## config.mk

```make
export PLATFORM = sky130hd
export DESIGN_NAME = nibble_serial_add_ctrl
export DESIGN_NICKNAME = d
export VERILOG_FILES = /design/src/rtl/nibble_add_pkg.sv /design/src/rtl/ripple_add_4bit_structural.sv /design/src/rtl/nibble_serial_add_ctrl.sv
export SDC_FILE = /design/constraint.sdc
export NUM_CORES = 1
export LEC_CHECK = 0
export BUFFER_PORTS_ARGS = -buffer_cell sky130_fd_sc_hd__buf_2
export CAP_MARGIN = 25
export CORE_MARGIN = 5
export CORE_UTILIZATION = 57
export DETAILED_ROUTE_END_ITERATION = 12
export PLACE_DENSITY = 0.95
export SLEW_MARGIN = 20
export SYNTH_ARGS = -nofsm -noshare
export SYNTH_HDL_FRONTEND = slang
export SYNTH_SLANG_ARGS = --single-unit
```

## constraint.sdc

```tcl
create_clock -name clk -period 7.3 [get_ports clk]
set_input_delay 1.46 -clock clk [delete_from_list [all_inputs] [get_ports clk]]
set_output_delay 1.46 -clock clk [all_outputs]
set_load 0.02 [all_outputs]
```

## src/rtl/nibble_add_pkg.sv

```systemverilog
// nibble_add_pkg: shared nibble width and sequencer state encoding
// Rev 1.0
`default_nettype none

package nibble_add_pkg;

  localparam int NIBBLE_W = 4;

  typedef enum logic [1:0] {
    IDLE = 2'b00,
    RUN  = 2'b01,
    DONE = 2'b10
  } state_t;

endpackage

`default_nettype wire

```

## src/rtl/ripple_add_4bit_structural.sv

```systemverilog
// ripple_add_4bit_structural: gate-level 4-bit ripple-carry adder
// Rev 1.0
`default_nettype none

module ripple_add_4bit_structural
  import nibble_add_pkg::*;
(
  input  logic [NIBBLE_W-1:0] a,
  input  logic [NIBBLE_W-1:0] b,
  input  logic                carry_in,
  output logic [NIBBLE_W-1:0] sum,
  output logic                carry_out
);

  logic [NIBBLE_W:0] w_c;

  assign w_c[0] = carry_in;

  for (genvar i = 0; i < NIBBLE_W; i++) begin : g_fa
    assign sum[i]   = a[i] ^ b[i] ^ w_c[i];
    assign w_c[i+1] = (a[i] & b[i]) | (w_c[i] & (a[i] ^ b[i]));
  end

  assign carry_out = w_c[NIBBLE_W];

endmodule

`default_nettype wire

```

## src/rtl/nibble_serial_add_ctrl.sv

```systemverilog
// nibble_serial_add_ctrl: adds WIDTH-bit operands one nibble per clock through one shared 4-bit adder.
// Optional NSA_ADD_SUB_EN adds a 'sub' port (A - B via inverted B and carry seed 1). Rev 1.0
`default_nettype none

module nibble_serial_add_ctrl
  import nibble_add_pkg::*;
#(
  parameter int WIDTH = 16
) (
  input  logic             clk,
  input  logic             rst,
  input  logic             in_valid,
  output logic             in_ready,
  input  logic [WIDTH-1:0] a,
  input  logic [WIDTH-1:0] b,
  input  logic             carry_in,
`ifdef NSA_ADD_SUB_EN
  input  logic             sub,
`endif
  output logic             out_valid,
  input  logic             out_ready,
  output logic [WIDTH-1:0] sum,
  output logic             carry_out,
  output logic             busy
);

  localparam int NIBBLES = WIDTH / NIBBLE_W;
  localparam int IDX_W   = (NIBBLES > 1) ? $clog2(NIBBLES) : 1;
  localparam logic [IDX_W-1:0] LAST_IDX = IDX_W'(NIBBLES - 1);

  state_t             r_state;
  state_t             w_next_state;
  logic [IDX_W-1:0]   r_idx;
  logic [WIDTH-1:0]   r_a;
  logic [WIDTH-1:0]   r_b;
  logic [WIDTH-1:0]   r_sum;
  logic               r_carry;
  logic               r_co;
  logic [NIBBLE_W-1:0] w_a_nib;
  logic [NIBBLE_W-1:0] w_b_nib;
  logic [NIBBLE_W-1:0] w_b_add;
  logic [NIBBLE_W-1:0] w_sum_nib;
  logic               w_co_nib;
  logic               w_seed;

`ifdef NSA_ADD_SUB_EN
  logic r_sub;

  always_ff @(posedge clk) begin
    if (rst)
      r_sub <= 1'b0;
    else if (r_state == IDLE && in_valid)
      r_sub <= sub;
  end

  // Subtraction is A + ~B + 1, so the seed overrides carry_in.
  assign w_b_add = r_sub ? ~w_b_nib : w_b_nib;
  assign w_seed  = sub ? 1'b1 : carry_in;
`else
  assign w_b_add = w_b_nib;
  assign w_seed  = carry_in;
`endif

  always_ff @(posedge clk) begin
    if (rst)
      r_state <= IDLE;
    else
      r_state <= w_next_state;
  end

  always_comb begin
    w_next_state = r_state;
    case (r_state)
      IDLE:    if (in_valid) w_next_state = RUN;
      RUN:     if (r_idx == LAST_IDX) w_next_state = DONE;
      DONE:    if (out_ready) w_next_state = IDLE;
      default: w_next_state = IDLE;
    endcase
  end

  // Nibble mux feeding the shared adder.
  always_comb begin
    w_a_nib = '0;
    w_b_nib = '0;
    for (int n = 0; n < NIBBLES; n++) begin
      if (r_idx == IDX_W'(n)) begin
        w_a_nib = r_a[n*NIBBLE_W +: NIBBLE_W];
        w_b_nib = r_b[n*NIBBLE_W +: NIBBLE_W];
      end
    end
  end

  ripple_add_4bit_structural u_adder (
    .a         (w_a_nib),
    .b         (w_b_add),
    .carry_in  (r_carry),
    .sum       (w_sum_nib),
    .carry_out (w_co_nib)
  );

  always_ff @(posedge clk) begin
    if (rst) begin
      r_idx   <= '0;
      r_a     <= '0;
      r_b     <= '0;
      r_sum   <= '0;
      r_carry <= 1'b0;
      r_co    <= 1'b0;
    end else begin
      case (r_state)
        IDLE: begin
          if (in_valid) begin
            r_a     <= a;
            r_b     <= b;
            r_idx   <= '0;
            r_carry <= w_seed;
          end
        end
        RUN: begin
          for (int n = 0; n < NIBBLES; n++) begin
            if (r_idx == IDX_W'(n))
              r_sum[n*NIBBLE_W +: NIBBLE_W] <= w_sum_nib;
          end
          r_carry <= w_co_nib;
          // idx holds at the last nibble instead of wrapping.
          if (r_idx == LAST_IDX)
            r_co <= w_co_nib;
          else
            r_idx <= r_idx + 1'b1;
        end
        default: ;
      endcase
    end
  end

  assign in_ready  = (r_state == IDLE);
  assign out_valid = (r_state == DONE);
  assign busy      = (r_state != IDLE);
  assign sum       = r_sum;
  assign carry_out = r_co;

endmodule

`default_nettype wire

```

==> key figures, run 1 <==
Worst setup path
  – Crit path launch: r_idx[0]$_SDFFE_PP0P_
  – Largest delay share family, worst path: adder cells
  – Worst reg2reg path depth: 12
  – Kind of critical path: reg -> reg
  – Buf/Inv on CP: 2
  – Crit start category: flip-flop
  – Slowest cell delay on critical path: 0.51 ns
  – Crit path DAT: 3.49 ns
  – CP Max Fanout: 17
  – Critical path capture point type: flip-flop
  – CP required: 7.46 ns
  – R2R setup slack: 3.97 ns
  – Critical path's slowest cell: fa_1
  – Cell repeated most along the worst path: fa_1
  – Crit path cell chain: inv_1 > ha_1 > a21oi_1 > o21ai_0 > a22oi_1 > fa_1 > inv_1 > fa_1 > fa_1 > fa_1 > mux2i_1 > nor2_1
  – Reg2reg start: r_idx[0]$_SDFFE_PP0P_
  – Reg-to-reg endpoint: sum[3]$_SDFFE_PP0P_

Floorplanning
  – Die W: 74.7 um
  – Std cell rows: 23
  – DIE HEIGHT: 74.7 um
  – I/O pin cnt: 57
  – Initial core utilization: 59.3%
  – DIE AREA: 5590 um^2
  – Core Area: 4030 um^2

Routing
  – DRC: 0
  – Final ANT Viol Nets: 0
  – WL/cell: 13.2 um
  – Vias: 2,072
  – Pre-Repair DR Iteration Count: 4
  – Initial DRC count: 116
  – Via density per instance: 5.37
  – Final wirelength: 5.08 mm

Min path
  – Hold path endpoint: sum[12]$_SDFFE_PP0P_
  – Hold Crit Class: reg -> reg
  – Worst hold start: sum[12]$_SDFFE_PP0P_
  – Hold path depth: 2

Clocking
  – Post-CTS sizing: 0
  – CTS tree: yes
  – H-tree Lvls: 2
  – Clock tree buffer depth: 2
  – CTS sink cnt: 54
  – Setup bufs post-CTS: 0
  – CTS Hold Bufs: 0
  – Clk_lat worst skew: 0.30 ns
  – Number of CTS-inserted buffers: 5
  – Clock transition at path regs: 0.09 ns
  – Root Buffer: clkbuf_8

Pwr
  – Leak Pwr: 1.23 nW
  – Worst VDD drop: 137 uV
  – Power Density: 219 nW/um^2

STA
  – Max-slew violations: 0
  – Min cycle time layout: 3.33 ns
  – Slew HR: 38.0%
  – Fmax achieved: 301 MHz
  – Tcrit/Tclk final: 45.6%
  – # setup viols final: 0
  – Clock Skews: 0.00678 ns
  – Setup tns final: 0 ns
  – Endpoints failing hold: 0
  – RSZ-0062 raised after global routing: no
  – Worst hold slack: 0.458 ns
  – Least-Margin Pin Slew: 0.929 ns

Synth
  – Synth area leader: dfxtp_1
  – Asr flop ratio synth: 0%
  – Main flop type after synthesis: dfxtp_1
  – Syn_area_per_cell: 8.15 um^2
  – Number of flops mapped to enable cells by yosys: 0
  – Post-synthesis cell count: 293
  – Post-synthesis sequential area ratio: 45.3%
  – Top cells by area, synth: dfxtp_1, nand2_1, a21oi_1
  – Post-synth top area share: 45.3%
  – #FFs+latches synth: 54
  – Syn nets: 338
  – Mapped Area: 2390 um^2
  – Synth warn: 0
  – Post-synth cell types: 31

GRT
  – Antenna violations before repair: 0
  – GRT Util Overall: 19.5%
  – GR Overflow Total: 0
  – Pin count of the biggest net entering global routing: 57
  – Vias in the first global route: 1,984
  – First-pass GRT wire length: 8.50 mm

Place
  – RD Place Congestion: 0.851
  – DP HPWL: 3.72 mm
  – Port Buffer Count: 56

Outcome
  – Outcome: finished clean

Cells and area
  – FILL cells: 327
  – Post-layout nets: 380
  – Area grow syn2layout: 15.2%
  – Share of layout cells above drive strength 1: 21.4%
  – Diodes inserted: 0

Job
  – MaxCap Viol Count: 0
metal layers:
| layer | track usage (%) | vias up | part of all wire, % |
|---|---|---|---|
| met5 | 0 | - | 0 |
| met4 | 7.51 | 0 | 1.8 |
| met3 | 5.07 | 11 | 7.1 |
| met2 | 31.9 | 63 | 46 |
| met1 | 24.7 | 953 | 45 |
| li1 | - | 1045 | - |
power by group:
part | internal [mW] | switching [mW] | total, mW | leakage (nW)
registers | 0.309 | 0.00948 | 0.319 | 0.441
logic | 0.0367 | 0.0529 | 0.0896 | 0.737
clock network | 0.102 | 0.0925 | 0.195 | 0.0514
state kept, by name, summed over array words and instances, names as in the netlist:
register,cells
r_a,16
r_idx,2
r_b,16
carry_out,1
r_carry,1
r_state,2
sum,16
worst register-to-register path, delay by kind of cell (launching register included):
family | cells | cell delay (ns)
compound gates | 3 | 0.51
fa+ha+maj | 5 | 1.90
buf+inv | 2 | 0.15
flops | 1 | 0.39
mux | 1 | 0.18
simple gates | 1 | 0.05
Yosys cell counts, drive strengths merged (2+ instances only):
library cell,number
or2,4
dfxtp,54
fa,4
ha,4
mux2i,13
nand2b,3
clkbuf,9
nor2,16
nand3b,3
a21oi,52
a22oi,2
buf,14
nand2,76
o21ai,8
inv,13
a22o,6
or3b,2
kinds of logic after synthesis:
group | Yosys count | share of synthesized area, %
AOI/OAI and AO/OA | 74 | 17.4
adders and majority gates | 8 | 5.45
buffers and inverters | 36 | 6.76
DFF | 54 | 45.3
muxes | 13 | 5.45
and+or+nand+nor | 108 | 19.6
stage by stage:
stage / std cells / instance area [um^2] / total power [mW] / worst slack, ns / utilization, %
finish: 386 / 2750 / 0.603 / 3.97 / 68.3
global route: 386 / 2750 / 0.634 / 3.72 / 68.3
CTS: 386 / 2750 / 0.607 / 4.01 / 68.3
detailed placement: 378 / 2640 / 0.414 / 4.05 / 65.6
global placement: 377 / 2630 / 0.409 / 4.16 / 65.2
floorplan: 293 / 2390 / 0.387 / 4.21 / -
area by class of cell:
cell class	count	area [um^2]	share of cell area (%)
clock inverters	2	37.5	1.36
inverters	13	48.8	1.77
clock buffers	6	72.6	2.64
multi-input cells	203	1150	41.7
repair buffers	58	303	11.0
flip-flops and latches	54	1080	39.3
well taps	50	62.6	2.27
cell usage in the layout (no fill, tap or decap), drive strengths merged, types with 2 or more instances in the layout:
master,synthesis,routed
buf,14,58
nand2b,3,3
mux2i,13,13
a22oi,2,2
clkbuf,9,6
or3b,2,2
a22o,6,6
ha,4,4
o21ai,8,8
nor2,16,16
nand2,76,76
a21oi,52,52
fa,4,4
or2,4,4
nand3b,3,3
inv,13,13
dfxtp,54,54
how the worst max path moves through the flow:
stage | cells past startpoint | endpoint
3_3_place_gp | 12 | sum[3]$_SDFFE_PP0P_
3_5_place_dp | 12 | sum[15]$_SDFFE_PP0P_
6_report | 12 | sum[3]$_SDFFE_PP0P_
2_1_floorplan | 14 | sum[3]$_SDFFE_PP0P_
4_1_cts | 12 | sum[3]$_SDFFE_PP0P_
5_1_grt | 12 | sum[3]$_SDFFE_PP0P_
Note: power is estimated with default switching activity, not from simulation.
==> run 2: changes to the inputs <==
--- a/config.mk
+++ b/config.mk
@@ -5,12 +5,13 @@
 export SDC_FILE = /design/constraint.sdc
 export NUM_CORES = 1
 export LEC_CHECK = 0
+export ABC_AREA = 1
 export BUFFER_PORTS_ARGS = -buffer_cell sky130_fd_sc_hd__buf_2
 export CAP_MARGIN = 25
 export CORE_MARGIN = 5
-export CORE_UTILIZATION = 57
+export CORE_UTILIZATION = 48
 export DETAILED_ROUTE_END_ITERATION = 12
-export PLACE_DENSITY = 0.95
+export PLACE_DENSITY = 0.86
 export SLEW_MARGIN = 20
 export SYNTH_ARGS = -nofsm -noshare
 export SYNTH_HDL_FRONTEND = slang
==> constraint.sdc (replaced) <==
create_clock -name clk -period 2.7 [get_ports clk]
set_input_delay 0.54 -clock clk [delete_from_list [all_inputs] [get_ports clk]]
set_output_delay 0.54 -clock clk [all_outputs]
set_load 0.02 [all_outputs]
==> key figures, run 2 <==
Clocking
  – Root Buffer: clkbuf_8
  – Clk_lat worst skew: 0.30 ns (about the same)
  – CTS sink cnt: 54 (unchanged)
  – Clock transition at path regs: 0.09 ns (about the same)
  – Number of CTS-inserted buffers: 5 (unchanged)
  – CTS tree: yes
  – Clock tree buffer depth: 2 (unchanged)
  – H-tree Lvls: 2 (unchanged)

Routing
  – Vias: 2,361 (+14%)
  – Final wirelength: 6.15 mm (+21%)
  – WL/cell: 13.0 um (-1.4%)
  – Initial DRC count: 143 (+23%)
  – Final ANT Viol Nets: 0 (unchanged)
  – DRC: 0 (unchanged)
  – Pre-Repair DR Iteration Count: 4 (unchanged)
  – Via density per instance: 4.98 (-7.2%)

STA
  – Fmax achieved: 367 MHz (+22%)
  – Fin worst setup slack: -0.0215 ns (-3.99 ns)
  – Worst hold slack: 0.413 ns (-0.0456 ns)
  – Tcrit/Tclk final: 101% (+55 points)
  – Endpoints failing hold: 0 (unchanged)
  – Min cycle time layout: 2.72 ns (-0.606 ns)
  – Max-slew violations: 0 (unchanged)
  – Slew HR: 72.6% (+35 points)
  – Clock Skews: 0.00371 ns (-0.00307 ns)
  – # setup viols final: 4 (+4)
  – Setup tns final: -0.0532 ns (-0.0532 ns)
  – RSZ-0062 raised after global routing: yes
  – Least-Margin Pin Slew: 0.412 ns (-0.518 ns)

Outcome
  – Failing checks: setup timing
  – Outcome: finished, violations left

Floorplanning
  – DIE AREA: 6570 um^2 (+18%)
  – Die W: 81.0 um (+8.4%)
  – DIE HEIGHT: 81.0 um (+8.4%)
  – Std cell rows: 25 (+8.7%)
  – Core Area: 4820 um^2 (+20%)
  – I/O pin cnt: 57 (unchanged)
  – Initial core utilization: 50.3% (-9.0 points)

Synth
  – Main flop type after synthesis: dfxtp_1
  – Count leader, synth: nor2_1
  – Syn nets: 383 (+13%)
  – Number of flops mapped to enable cells by yosys: 0 (unchanged)
  – Post-synthesis cell count: 338 (+15%)
  – Post-synth top area share: 44.6% (-0.63 points)
  – Post-synth cell types: 22 (-29%)
  – Syn_area_per_cell: 7.17 um^2 (-12%)
  – Asr flop ratio synth: 0% (unchanged)
  – #FFs+latches synth: 54 (unchanged)
  – Synth area leader: dfxtp_1
  – Top cells by area, synth: dfxtp_1, nor2_1, o21ai_0
  – Mapped Area: 2420 um^2 (+1.4%)
  – Post-synthesis sequential area ratio: 44.6% (-0.63 points)
  – Synth warn: 0 (unchanged)
  – Post-synth top cells: nor2_1, dfxtp_1, nand2_1, o21ai_0, inv_1

GRT
  – Pin count of the biggest net entering global routing: 53 (-7.0%)
  – Grt met2 use: 36.7% (+4.8 points)
  – Vias in the first global route: 2,200 (+11%)
  – M3 GR Usage: 4.21% (-0.86 points)
  – GR Overflow Total: 0 (unchanged)
  – First-pass GRT wire length: 10.1 mm (+18%)
  – Grt met1 use: 23.1% (-1.6 points)
  – GRT Util Overall: 19.8% (+0.33 points)
  – Antenna violations before repair: 0 (unchanged)
  – GRT Max-Usage Layer: met2

Job
  – MaxCap Viol Count: 0 (unchanged)

Place
  – DP HPWL: 4.32 mm (+16%)
  – Post-place setup slack: -0.100 ns (-4.15 ns)
  – RD Place Congestion: 0.909 (+6.9%)
  – Port Buffer Count: 56 (unchanged)

Worst setup path
  – Critical path capture point type: flip-flop
  – Crit start category: flip-flop
  – R2R setup slack: -0.02 ns (-3.99 ns)
  – CP Max Fanout: 4 (-13)
  – Kind of critical path: reg -> reg
  – CP required: 2.95 ns (-4.51 ns)
  – Crit path DAT: 2.97 ns (-0.52 ns)

Cells and area
  – Most frequent cells in the layout: nor2_1, buf_2, dfxtp_1, nand2_1, o21ai_0
  – Post-layout nets: 451 (+19%)
  – Commonest non-fill, non-tap cell in the layout: nor2_1
  – Share of layout cells above drive strength 1: 27.5% (+6.1 points)
  – Diodes inserted: 0 (unchanged)
  – Area grow syn2layout: 26.4%

Pwr
  – Worst VDD drop: 347 uV (+150%)
  – Total Power Consumption: 1.98 mW (+230%)
  – Power Density: 646 nW/um^2 (+190%)
  – Leak Pwr: 1.49 nW (+21%)

Min path
  – Hold Crit Class: in -> reg
[run 2: changes by cell type after synthesis, moves of 13 or more]
cell / delta
nor2_1: +106
a21oi_1: -37
nand2_1: -37
o21ai_0: +28
o21ai_1: +14
mux2i_1: -13
[run 2: area by class of cell]
type	count	area, um^2
well taps	67	83.8
inverters	21	93.8
multi-input cells	249	1230
fillers	433	1750
clock buffers	6	82.6
clock inverters	2	60.1
repair buffers	75	423
flip-flops and latches	54	1090
[run 2: metal layers]
metal  up-vias  wire length, um
met5         -                0
met4         0               43
met3         4              369
met2        75             3150
met1      1082             2590
li1       1200                -
[run 2: worst paths after layout]
| kind | cells after the start | startpoint | endpoint |
|---|---|---|---|
| hold reg to reg | 2 | r_a[14]$_SDFFE_PP0P_ | r_a[14]$_SDFFE_PP0P_ |
| setup / recovery | 14 | r_idx[0]$_SDFFE_PP0P_ | sum[11]$_SDFFE_PP0P_ |
| hold / removal | 2 | rst | r_state[1]$_SDFFE_PP0P_ |
| setup reg to reg | 14 | r_idx[0]$_SDFFE_PP0P_ | sum[11]$_SDFFE_PP0P_ |
[run 2: report_power, final]
part	switching (mW)	internal (mW)	leakage, nW
clock	0.258	0.395	0.0714
sequential	0.0402	0.855	0.446
combinational	0.257	0.174	0.968
[run 2: kinds of logic (layout without fill, tap and decap cells)]
kind of cell / count (synthesis) / after routing / synth area share, %
compound gates: 67 / 67 / 14.0
simple gates: 174 / 174 / 28.3
flops: 54 / 54 / 44.6
buf+inv: 35 / 104 / 7.64
fa+ha+maj: 8 / 8 / 5.37
[run 2: worst max-delay path, cell delays in order, from the launching register on]
cell and delay [ns]:
dfxtp_4 0.41, inv_4 0.06, ha_4 0.17, inv_2 0.06, nor2_2 0.04, nand2_1 0.06
nand2_1 0.06, a21boi_2 0.15, fa_2 0.21, inv_2 0.04, fa_2 0.33, fa_2 0.34
fa_2 0.57, nor2_1 0.06, nor2_1 0.09
[run 2: metrics by stage]
stage          util (%)  cells  cell area, um^2
2_1_floorplan         -    338             2460
3_3_place_gp       59.0    464             2840
3_5_place_dp       59.0    464             2840
4_1_cts            63.4    474             3050
5_1_grt            63.6    474             3060
6_report           63.6    474             3060
[run 2: timing repair]
item | 4_1_cts | 5_1_grt
hold buffers | 0 | 0
setup endpoints to repair | 6 | 6
setup buffers | 2 | 0
pin swaps | 9 | 0
resized for setup | 11 | 4
